**config.mk**
```make
export PLATFORM = sky130hd
export DESIGN_NAME = control_unit_flat
export DESIGN_NICKNAME = d
export VERILOG_FILES = /design/src/rtl/control_unit_pkg.sv /design/src/rtl/control_unit_if.sv /design/src/rtl/control_unit.sv /design/src/flat_wrapper.sv
export SDC_FILE = /design/constraint.sdc
export NUM_CORES = 1
export LEC_CHECK = 0
export BUFFER_PORTS_ARGS = -buffer_cell sky130_fd_sc_hd__buf_2
export CAP_MARGIN = 25
export CORE_MARGIN = 1.5
export CORE_UTILIZATION = 27
export DETAILED_ROUTE_END_ITERATION = 12
export PLACE_DENSITY = 0.54
export SYNTH_ARGS = -nofsm -noshare
export SYNTH_HDL_FRONTEND = slang
export SYNTH_SLANG_ARGS = --single-unit
```
**constraint.sdc**
```tcl
create_clock -name clk -period 3.3 [get_ports clk]
set_input_delay 0.165 -clock clk [delete_from_list [all_inputs] [get_ports clk]]
set_output_delay 0.165 -clock clk [all_outputs]
set_load 0.1 [all_outputs]
```
**src/rtl/control_unit_pkg.sv**
```systemverilog
// rtl/control_unit_pkg.sv - opcode, state and dispatch definitions for the Mini SRC control unit
package cpu_pkg;

  localparam logic [4:0] OP_LD   = 5'b00000;
  localparam logic [4:0] OP_LDI  = 5'b00001;
  localparam logic [4:0] OP_ST   = 5'b00010;
  localparam logic [4:0] OP_ADD  = 5'b00011;
  localparam logic [4:0] OP_SUB  = 5'b00100;
  localparam logic [4:0] OP_SHR  = 5'b00101;
  localparam logic [4:0] OP_SHL  = 5'b00110;
  localparam logic [4:0] OP_ROR  = 5'b00111;
  localparam logic [4:0] OP_ROL  = 5'b01000;
  localparam logic [4:0] OP_AND  = 5'b01001;
  localparam logic [4:0] OP_OR   = 5'b01010;
  localparam logic [4:0] OP_ADDI = 5'b01011;
  localparam logic [4:0] OP_ANDI = 5'b01100;
  localparam logic [4:0] OP_ORI  = 5'b01101;
  localparam logic [4:0] OP_MUL  = 5'b01110;
  localparam logic [4:0] OP_DIV  = 5'b01111;
  localparam logic [4:0] OP_NEG  = 5'b10000;
  localparam logic [4:0] OP_NOT  = 5'b10001;
  localparam logic [4:0] OP_BR   = 5'b10010;
  localparam logic [4:0] OP_JR   = 5'b10011;
  localparam logic [4:0] OP_JAL  = 5'b10100;
  localparam logic [4:0] OP_IN   = 5'b10101;
  localparam logic [4:0] OP_OUT  = 5'b10110;
  localparam logic [4:0] OP_MFHI = 5'b10111;
  localparam logic [4:0] OP_MFLO = 5'b11000;
  localparam logic [4:0] OP_NOP  = 5'b11001;
  localparam logic [4:0] OP_HALT = 5'b11010;

  // ALU code used for every address / branch-target addition
  localparam logic [4:0] ALU_ADD = OP_ADD;

  typedef enum logic [5:0] {
    S_T0, S_T1, S_T2, S_T3,
    S_ALU4, S_ALU5, S_ALU6,
    S_UN4, S_UN5,
    S_MD4, S_MD5, S_MD6, S_MD7,
    S_MEM4, S_MEM5, S_LDI6,
    S_LD6, S_LD7, S_LD8, S_LD9,
    S_ST6, S_ST7, S_ST8,
    S_BR4, S_BR5, S_BR6, S_BR7,
    S_JR4, S_JAL4, S_JAL5,
    S_IN4, S_OUT4, S_MFH4, S_MFL4,
    S_HALT
  } state_t;

  function automatic logic is_imm(input logic [4:0] op);
    return (op == OP_ADDI) || (op == OP_ANDI) || (op == OP_ORI);
  endfunction

  // First execute state for an opcode; undefined opcodes fall back to T0 like nop
  function automatic state_t dispatch(input logic [4:0] op);
    state_t s;
    s = S_T0;
    if (op == OP_LD || op == OP_LDI || op == OP_ST) s = S_MEM4;
    else if (op >= OP_ADD && op <= OP_ORI)          s = S_ALU4;
    else if (op == OP_MUL || op == OP_DIV)          s = S_MD4;
    else if (op == OP_NEG || op == OP_NOT)          s = S_UN4;
    else if (op == OP_BR)                           s = S_BR4;
    else if (op == OP_JR)                           s = S_JR4;
    else if (op == OP_JAL)                          s = S_JAL4;
    else if (op == OP_IN)                           s = S_IN4;
    else if (op == OP_OUT)                          s = S_OUT4;
    else if (op == OP_MFHI)                         s = S_MFH4;
    else if (op == OP_MFLO)                         s = S_MFL4;
    else if (op == OP_HALT)                         s = S_HALT;
    return s;
  endfunction

endpackage

```
**src/rtl/control_unit_if.sv**
```systemverilog
// rtl/control_unit_if.sv - datapath control lines driven by the control unit
interface control_unit_if;
  logic       PC_out, ZHigh_out, ZLow_out, HI_out, LO_out, In_port_out, C_out, MDR_out;
  logic       MAR_enable, MDR_enable, Y_enable, Z_enable, IR_enable, PC_enable;
  logic       HI_enable, LO_enable, CON_enable, out_port_enable;
  logic       Read, RAM_read_enable, RAM_write_enable, IncPC;
  logic       Gra, Grb, Grc, Rin, Rout, BAout, R15_enable;
  logic [4:0] opcode;
  logic       Run;

  modport master (
    output PC_out, ZHigh_out, ZLow_out, HI_out, LO_out, In_port_out, C_out, MDR_out,
    output MAR_enable, MDR_enable, Y_enable, Z_enable, IR_enable, PC_enable,
    output HI_enable, LO_enable, CON_enable, out_port_enable,
    output Read, RAM_read_enable, RAM_write_enable, IncPC,
    output Gra, Grb, Grc, Rin, Rout, BAout, R15_enable, opcode, Run
  );

  modport slave (
    input PC_out, ZHigh_out, ZLow_out, HI_out, LO_out, In_port_out, C_out, MDR_out,
    input MAR_enable, MDR_enable, Y_enable, Z_enable, IR_enable, PC_enable,
    input HI_enable, LO_enable, CON_enable, out_port_enable,
    input Read, RAM_read_enable, RAM_write_enable, IncPC,
    input Gra, Grb, Grc, Rin, Rout, BAout, R15_enable, opcode, Run
  );
endinterface

```
**src/rtl/control_unit.sv**
```systemverilog
// rtl/control_unit.sv - hardwired fetch/execute sequencer for the Mini SRC datapath
module control_unit
  import cpu_pkg::*;
(
  input  logic                  clk,
  input  logic                  clr,
  input  logic [31:0]           IR,
  input  logic                  CON,
  input  logic                  Stop,
  control_unit_if.master        bus
);

  state_t     state_q, state_d;
  logic [4:0] op;
  logic       unused_ir;

  assign op        = IR[31:27];
  assign unused_ir = &{1'b0, IR[26:0]};

  // State register; clr abandons whatever instruction is in flight
  always_ff @(posedge clk or posedge clr) begin
    if (clr) state_q <= S_T0;
    else     state_q <= state_d;
  end

  // Next state; dispatch out of T3 reads the opcode already presented on IR
  always_comb begin
    state_d = S_T0;
    case (state_q)
      S_T0:    state_d = Stop ? S_HALT : S_T1;
      S_T1:    state_d = S_T2;
      S_T2:    state_d = S_T3;
      S_T3:    state_d = dispatch(op);
      S_ALU4:  state_d = S_ALU5;
      S_ALU5:  state_d = S_ALU6;
      S_UN4:   state_d = S_UN5;
      S_MD4:   state_d = S_MD5;
      S_MD5:   state_d = S_MD6;
      S_MD6:   state_d = S_MD7;
      S_MEM4:  state_d = S_MEM5;
      S_MEM5:  state_d = (op == OP_LD) ? S_LD6 : (op == OP_ST) ? S_ST6 : S_LDI6;
      S_LD6:   state_d = S_LD7;
      S_LD7:   state_d = S_LD8;
      S_LD8:   state_d = S_LD9;
      S_ST6:   state_d = S_ST7;
      S_ST7:   state_d = S_ST8;
      S_BR4:   state_d = S_BR5;
      S_BR5:   state_d = S_BR6;
      S_BR6:   state_d = S_BR7;
      S_JAL4:  state_d = S_JAL5;
      S_HALT:  state_d = S_HALT;
      default: state_d = S_T0;
    endcase
  end

  // Moore output decode; everything but Run is held low while clr is asserted
  always_comb begin
    bus.PC_out = 1'b0;          bus.ZHigh_out = 1'b0;       bus.ZLow_out = 1'b0;
    bus.HI_out = 1'b0;          bus.LO_out = 1'b0;          bus.In_port_out = 1'b0;
    bus.C_out = 1'b0;           bus.MDR_out = 1'b0;         bus.MAR_enable = 1'b0;
    bus.MDR_enable = 1'b0;      bus.Y_enable = 1'b0;        bus.Z_enable = 1'b0;
    bus.IR_enable = 1'b0;       bus.PC_enable = 1'b0;       bus.HI_enable = 1'b0;
    bus.LO_enable = 1'b0;       bus.CON_enable = 1'b0;      bus.out_port_enable = 1'b0;
    bus.Read = 1'b0;            bus.RAM_read_enable = 1'b0; bus.RAM_write_enable = 1'b0;
    bus.IncPC = 1'b0;           bus.Gra = 1'b0;             bus.Grb = 1'b0;
    bus.Grc = 1'b0;             bus.Rin = 1'b0;             bus.Rout = 1'b0;
    bus.BAout = 1'b0;           bus.R15_enable = 1'b0;      bus.opcode = 5'b00000;
    bus.Run = (state_q != S_HALT);
    if (!clr) begin
      case (state_q)
        S_T0:   begin bus.PC_out = 1'b1; bus.MAR_enable = 1'b1; bus.IncPC = 1'b1; end
        S_T1:   bus.RAM_read_enable = 1'b1;
        S_T2:   begin bus.Read = 1'b1; bus.MDR_enable = 1'b1; end
        S_T3:   begin bus.MDR_out = 1'b1; bus.IR_enable = 1'b1; end
        S_ALU4: begin bus.Grb = 1'b1; bus.Rout = 1'b1; bus.Y_enable = 1'b1; end
        S_ALU5: begin
          if (is_imm(op)) bus.C_out = 1'b1;
          else begin bus.Grc = 1'b1; bus.Rout = 1'b1; end
          bus.Z_enable = 1'b1; bus.opcode = op;
        end
        S_UN4:  begin bus.Grb = 1'b1; bus.Rout = 1'b1; bus.Z_enable = 1'b1; bus.opcode = op; end
        S_MD4:  begin bus.Gra = 1'b1; bus.Rout = 1'b1; bus.Y_enable = 1'b1; end
        S_MD5:  begin bus.Grb = 1'b1; bus.Rout = 1'b1; bus.Z_enable = 1'b1; bus.opcode = op; end
        S_MD6:  begin bus.ZLow_out = 1'b1; bus.LO_enable = 1'b1; end
        S_MD7:  begin bus.ZHigh_out = 1'b1; bus.HI_enable = 1'b1; end
        S_MEM4: begin bus.Grb = 1'b1; bus.BAout = 1'b1; bus.Y_enable = 1'b1; end
        S_MEM5, S_BR6: begin bus.C_out = 1'b1; bus.Z_enable = 1'b1; bus.opcode = ALU_ADD; end
        S_ALU6, S_UN5, S_LDI6: begin bus.ZLow_out = 1'b1; bus.Gra = 1'b1; bus.Rin = 1'b1; end
        S_LD6, S_ST6: begin bus.ZLow_out = 1'b1; bus.MAR_enable = 1'b1; end
        S_LD7:  bus.RAM_read_enable = 1'b1;
        S_LD8:  begin bus.Read = 1'b1; bus.MDR_enable = 1'b1; end
        S_LD9:  begin bus.MDR_out = 1'b1; bus.Gra = 1'b1; bus.Rin = 1'b1; end
        S_ST7:  begin bus.Gra = 1'b1; bus.Rout = 1'b1; bus.MDR_enable = 1'b1; end
        S_ST8:  begin bus.MDR_out = 1'b1; bus.RAM_write_enable = 1'b1; end
        S_BR4:  begin bus.Gra = 1'b1; bus.Rout = 1'b1; bus.CON_enable = 1'b1; end
        S_BR5:  begin bus.PC_out = 1'b1; bus.Y_enable = 1'b1; end
        S_BR7:  begin bus.ZLow_out = 1'b1; bus.PC_enable = CON; end
        S_JR4, S_JAL5: begin bus.Gra = 1'b1; bus.Rout = 1'b1; bus.PC_enable = 1'b1; end
        S_JAL4: begin bus.PC_out = 1'b1; bus.R15_enable = 1'b1; end
        S_IN4:  begin bus.In_port_out = 1'b1; bus.Gra = 1'b1; bus.Rin = 1'b1; end
        S_OUT4: begin bus.Gra = 1'b1; bus.Rout = 1'b1; bus.out_port_enable = 1'b1; end
        S_MFH4: begin bus.HI_out = 1'b1; bus.Gra = 1'b1; bus.Rin = 1'b1; end
        S_MFL4: begin bus.LO_out = 1'b1; bus.Gra = 1'b1; bus.Rin = 1'b1; end
        default: ;
      endcase
    end
  end

endmodule

```
**src/flat_wrapper.sv**
```systemverilog
// flat-port wrapper written by rule: the top's interface ports become plain ports
module control_unit_flat import cpu_pkg::*;
  (clk, clr, IR, CON, Stop, bus_PC_out, bus_ZHigh_out, bus_ZLow_out, bus_HI_out, bus_LO_out, bus_In_port_out, bus_C_out, bus_MDR_out, bus_MAR_enable, bus_MDR_enable, bus_Y_enable, bus_Z_enable, bus_IR_enable, bus_PC_enable, bus_HI_enable, bus_LO_enable, bus_CON_enable, bus_out_port_enable, bus_Read, bus_RAM_read_enable, bus_RAM_write_enable, bus_IncPC, bus_Gra, bus_Grb, bus_Grc, bus_Rin, bus_Rout, bus_BAout, bus_R15_enable, bus_opcode, bus_Run);
  control_unit_if bus_i ();
  input  logic clk;
  input  logic clr;
  input  logic [31:0] IR;
  input  logic CON;
  input  logic Stop;
  output wire logic [$bits(bus_i.PC_out)-1:0] bus_PC_out;
  output wire logic [$bits(bus_i.ZHigh_out)-1:0] bus_ZHigh_out;
  output wire logic [$bits(bus_i.ZLow_out)-1:0] bus_ZLow_out;
  output wire logic [$bits(bus_i.HI_out)-1:0] bus_HI_out;
  output wire logic [$bits(bus_i.LO_out)-1:0] bus_LO_out;
  output wire logic [$bits(bus_i.In_port_out)-1:0] bus_In_port_out;
  output wire logic [$bits(bus_i.C_out)-1:0] bus_C_out;
  output wire logic [$bits(bus_i.MDR_out)-1:0] bus_MDR_out;
  output wire logic [$bits(bus_i.MAR_enable)-1:0] bus_MAR_enable;
  output wire logic [$bits(bus_i.MDR_enable)-1:0] bus_MDR_enable;
  output wire logic [$bits(bus_i.Y_enable)-1:0] bus_Y_enable;
  output wire logic [$bits(bus_i.Z_enable)-1:0] bus_Z_enable;
  output wire logic [$bits(bus_i.IR_enable)-1:0] bus_IR_enable;
  output wire logic [$bits(bus_i.PC_enable)-1:0] bus_PC_enable;
  output wire logic [$bits(bus_i.HI_enable)-1:0] bus_HI_enable;
  output wire logic [$bits(bus_i.LO_enable)-1:0] bus_LO_enable;
  output wire logic [$bits(bus_i.CON_enable)-1:0] bus_CON_enable;
  output wire logic [$bits(bus_i.out_port_enable)-1:0] bus_out_port_enable;
  output wire logic [$bits(bus_i.Read)-1:0] bus_Read;
  output wire logic [$bits(bus_i.RAM_read_enable)-1:0] bus_RAM_read_enable;
  output wire logic [$bits(bus_i.RAM_write_enable)-1:0] bus_RAM_write_enable;
  output wire logic [$bits(bus_i.IncPC)-1:0] bus_IncPC;
  output wire logic [$bits(bus_i.Gra)-1:0] bus_Gra;
  output wire logic [$bits(bus_i.Grb)-1:0] bus_Grb;
  output wire logic [$bits(bus_i.Grc)-1:0] bus_Grc;
  output wire logic [$bits(bus_i.Rin)-1:0] bus_Rin;
  output wire logic [$bits(bus_i.Rout)-1:0] bus_Rout;
  output wire logic [$bits(bus_i.BAout)-1:0] bus_BAout;
  output wire logic [$bits(bus_i.R15_enable)-1:0] bus_R15_enable;
  output wire logic [$bits(bus_i.opcode)-1:0] bus_opcode;
  output wire logic [$bits(bus_i.Run)-1:0] bus_Run;
  assign bus_PC_out = bus_i.PC_out;
  assign bus_ZHigh_out = bus_i.ZHigh_out;
  assign bus_ZLow_out = bus_i.ZLow_out;
  assign bus_HI_out = bus_i.HI_out;
  assign bus_LO_out = bus_i.LO_out;
  assign bus_In_port_out = bus_i.In_port_out;
  assign bus_C_out = bus_i.C_out;
  assign bus_MDR_out = bus_i.MDR_out;
  assign bus_MAR_enable = bus_i.MAR_enable;
  assign bus_MDR_enable = bus_i.MDR_enable;
  assign bus_Y_enable = bus_i.Y_enable;
  assign bus_Z_enable = bus_i.Z_enable;
  assign bus_IR_enable = bus_i.IR_enable;
  assign bus_PC_enable = bus_i.PC_enable;
  assign bus_HI_enable = bus_i.HI_enable;
  assign bus_LO_enable = bus_i.LO_enable;
  assign bus_CON_enable = bus_i.CON_enable;
  assign bus_out_port_enable = bus_i.out_port_enable;
  assign bus_Read = bus_i.Read;
  assign bus_RAM_read_enable = bus_i.RAM_read_enable;
  assign bus_RAM_write_enable = bus_i.RAM_write_enable;
  assign bus_IncPC = bus_i.IncPC;
  assign bus_Gra = bus_i.Gra;
  assign bus_Grb = bus_i.Grb;
  assign bus_Grc = bus_i.Grc;
  assign bus_Rin = bus_i.Rin;
  assign bus_Rout = bus_i.Rout;
  assign bus_BAout = bus_i.BAout;
  assign bus_R15_enable = bus_i.R15_enable;
  assign bus_opcode = bus_i.opcode;
  assign bus_Run = bus_i.Run;
  control_unit u_core (.clk(clk), .clr(clr), .IR(IR), .CON(CON), .Stop(Stop), .bus(bus_i));
endmodule
```
==> flow_metrics.py <==
metrics = {
    "power": {
        "p_int_mw": 0.555,
        "sequentialPowerShare_pct": 15.0,
        "vdd_drop_max_mv": 0.563,
        "clock_power_share_pct": 6.1,
        "swShare_pct": 68.7,
        "power_density_nw_per_um2": 1090,
        "total_power_mw": 1.78,
        "leakage_nw": 0.681,
        "p_sw_mw": 1.22,
        "combPwrFrac_pct": 78.9,
    },
    "die": {
        "boundaryPins": 71,
        "die_area_um2": 5360,
        "die_h_um": 73.2,
        "initial_utilization_pct": 28.2,
        "die_x_um": 73.2,
        "rows": 25,
        "core_um2": 4720,
    },
    "setup_path": {
        "crit_fanout": 22,
        "critPathBufInv": 1,
        "cp.arrival_ns": 2.45,
        "start_kind": "flip-flop",
        "crit_chain": "nor2b_1 -> nand2_1 -> a21oi_1 -> and2_1 -> buf_2",
        "path_class": "reg2out",
        "r2r_cells": 4,
        "r2r_start": "u_core.state_q[3]",
        "critical_path.slowest_cell": "dfrtp_1",
        "critPathTopFamily": "simple AND/OR/NAND/NOR gates",
        "cp-end-kind": "output port",
        "critical_path_required_ns": 3.13,
        "slowest_delay_ns": 0.61,
        "r2r_slack_ns": 1.33,
        "reg2reg_to": "u_core.state_q[5]",
    },
    "clock_network": {
        "clockRootBuffer": "clkbuf_8",
        "clk_latency_ns": 0.22,
        "htree_levels": 1,
        "cts_buffer_depth": 2,
        "postCtsHoldBufs": 0,
        "cts_buffers": 3,
        "clkSlewWorstSetupHoldPaths_ns": 0.04,
        "postCtsSetupBuffers": 0,
        "ctsResizeCount": 0,
        "cts_tree": "done",
        "cts_sinks": 6,
    },
    "timing": {
        "fin_skew_ns": 0.000894,
        "whs_ns": 0.0208,
        "timing.slew.headroom_pct": 51.6,
        "grt_setup_unrepaired": "no",
        "fmax_mhz": 383,
        "period_share_pct": 79.1,
        "setup_tns_ns": 0,
        "min_period_ns": 2.61,
        "hold_viol_final": 0,
        "slew_viol_final": 0,
        "setup_viol": 0,
        "worstMarginPinSlew_ns": 0.726,
    },
    "route": {
        "first_iter_violations": 129,
        "drtPass1Iterations": 4,
        "routed_via_density": 5.38,
        "drc": 0,
        "drtAntennaViolNets": 0,
        "vias": 1646,
        "wirelength_um": 4400,
        "routedWlPerCell_um": 14.4,
    },
    "final_layout": {
        "nFillCells": 530,
        "area_delta_synth_final_pct": 22.2,
        "final_area_um2": 1630,
        "num_antenna_cells": 0,
        "largest_register_ffs": 6,
        "finish.utilization_pct": 34.4,
        "reg_top3": "u_core.state_q (6)",
        "regMostFlops": "u_core.state_q",
        "final_nets": 277,
        "drive_gt1_share_pct": 26.8,
    },
    "global_route": {
        "grt_overflow_total": 0,
        "track_usage_pct": 17.2,
        "grt_pass1_wl_um": 7310,
        "grt_start_max_net_pins": 24,
        "grt_pass1_vias": 1412,
        "antenna_found_initial": 0,
    },
    "yosys": {
        "yosys_warnings": 0,
        "synthCells": 213,
        "yosys_register_bits": 6,
        "syn_nets": 249,
        "netlist_area_um2": 1330,
        "synth_edf_count": 0,
        "syn_avg_cell_area_um2": 6.24,
        "ys_seq_area_share_pct": 11.3,
        "synth_cell_types": 52,
        "async_reset_ff_share_pct": 100,
        "synth_flop_cell": "dfrtp_1",
    },
    "place": {
        "dp_hpwl_um": 3230,
        "io_buffers": 43,
        "place_congestion": 0.844,
        "place_area_um2": 1580,
    },
    "min_path": {
        "hold_class": "in2async",
    },
    "flow_run": {
        "maxCapViolations": 0,
    },
    "status": {
        "status": "completed",
    },
}
## cell families (layout without fill, tap and decap cells)
logic type | count (synthesis) | in the layout | synth area share, %
and+or+nand+nor | 113 | 113 | 45.4
buffers and inverters | 33 | 59 | 11.3
xor gates and xnor gates | 4 | 4 | 2.63
AOI/OAI and AO/OA | 57 | 57 | 29.4
DFF | 6 | 6 | 11.3
## metal layers
metal / share of wire [%] / routed length, µm / global-route usage [%]
met3: 7.5 / 330 / 1.66
met1: 50 / 2190 / 27.6
met4: 1.6 / 71 / 5.87
met5: 0 / 0 / 0
met2: 41 / 1820 / 23.1
## cells in the final DEF (no fill, tap or decap), drive strengths merged, types with 3 or more instances in the layout
cell      n
nand2b   14
nor3     12
nor2b     5
inv       7
nand3     9
buf      49
o22ai     3
o21ai     7
dfrtp     6
clkbuf    3
nor2     25
nor4      6
nand2    17
nand3b    3
and2      5
nand4     3
o2bb2ai   4
o211ai    5
a21oi    16
xor2      3
or2       3
## worst max path at each step
stage | from | end | cells past startpoint
6_report | u_core.state_q[3] | bus_opcode[2] | 5
4_1_cts | u_core.state_q[3] | bus_IR_enable | 5
2_1_floorplan | u_core.state_q[5] | bus_RAM_read_enable | 4
5_1_grt | u_core.state_q[3] | bus_opcode[4] | 5
3_3_place_gp | u_core.state_q[3] | bus_IR_enable | 5
3_5_place_dp | u_core.state_q[3] | bus_IR_enable | 5
## synth_stat cells, types with 3 or more instances
library cell / count / area, µm²
inv_1: 6 / 22.5
o2bb2ai_1: 4 / 35.0
o21ai_0: 7 / 35.0
o211ai_1: 5 / 37.5
nand3_1: 9 / 45.0
and2_1: 5 / 31.3
nand3b_1: 3 / 22.5
nand2_1: 17 / 63.8
dfrtp_1: 6 / 150
buf_2: 12 / 60.1
nor3_1: 12 / 60.1
nor2_1: 25 / 93.8
a21oi_1: 16 / 80.1
clkbuf_1: 10 / 37.5
nor2b_1: 5 / 31.3
nand2b_1: 14 / 87.6
nor4_1: 6 / 37.5
o22ai_1: 3 / 18.8
nand4_1: 3 / 18.8
xor2_1: 3 / 26.3
## stage by stage
stage / worst slack, ns / instances
floorplan: -0.698 / 213
global placement: 0.951 / 303
detailed placement: 0.950 / 303
CTS: 0.709 / 306
global route: 0.516 / 306
finish: 0.689 / 306
## area by class of cell
class	count	area, µm²	share of cell area, %
Clock buffer	3	41.3	2.54
Inverter	7	26.3	1.62
Multi-Input combinational cell	174	1060	65.4
Sequential cell	6	150	9.24
Tap cell	67	83.8	5.16
Timing Repair Buffer	49	260	16.0
## power by group through the flow
stage          clock (mW)  combinational, mW  sequential, mW
6_report            0.108               1.40           0.266
3_5_place_dp            0               1.39           0.265
3_3_place_gp            0               1.39           0.264
2_1_floorplan           0               1.31           0.127
4_1_cts             0.112               1.40           0.264
5_1_grt             0.118               1.51           0.287
(Power assumes the default switching activity.)
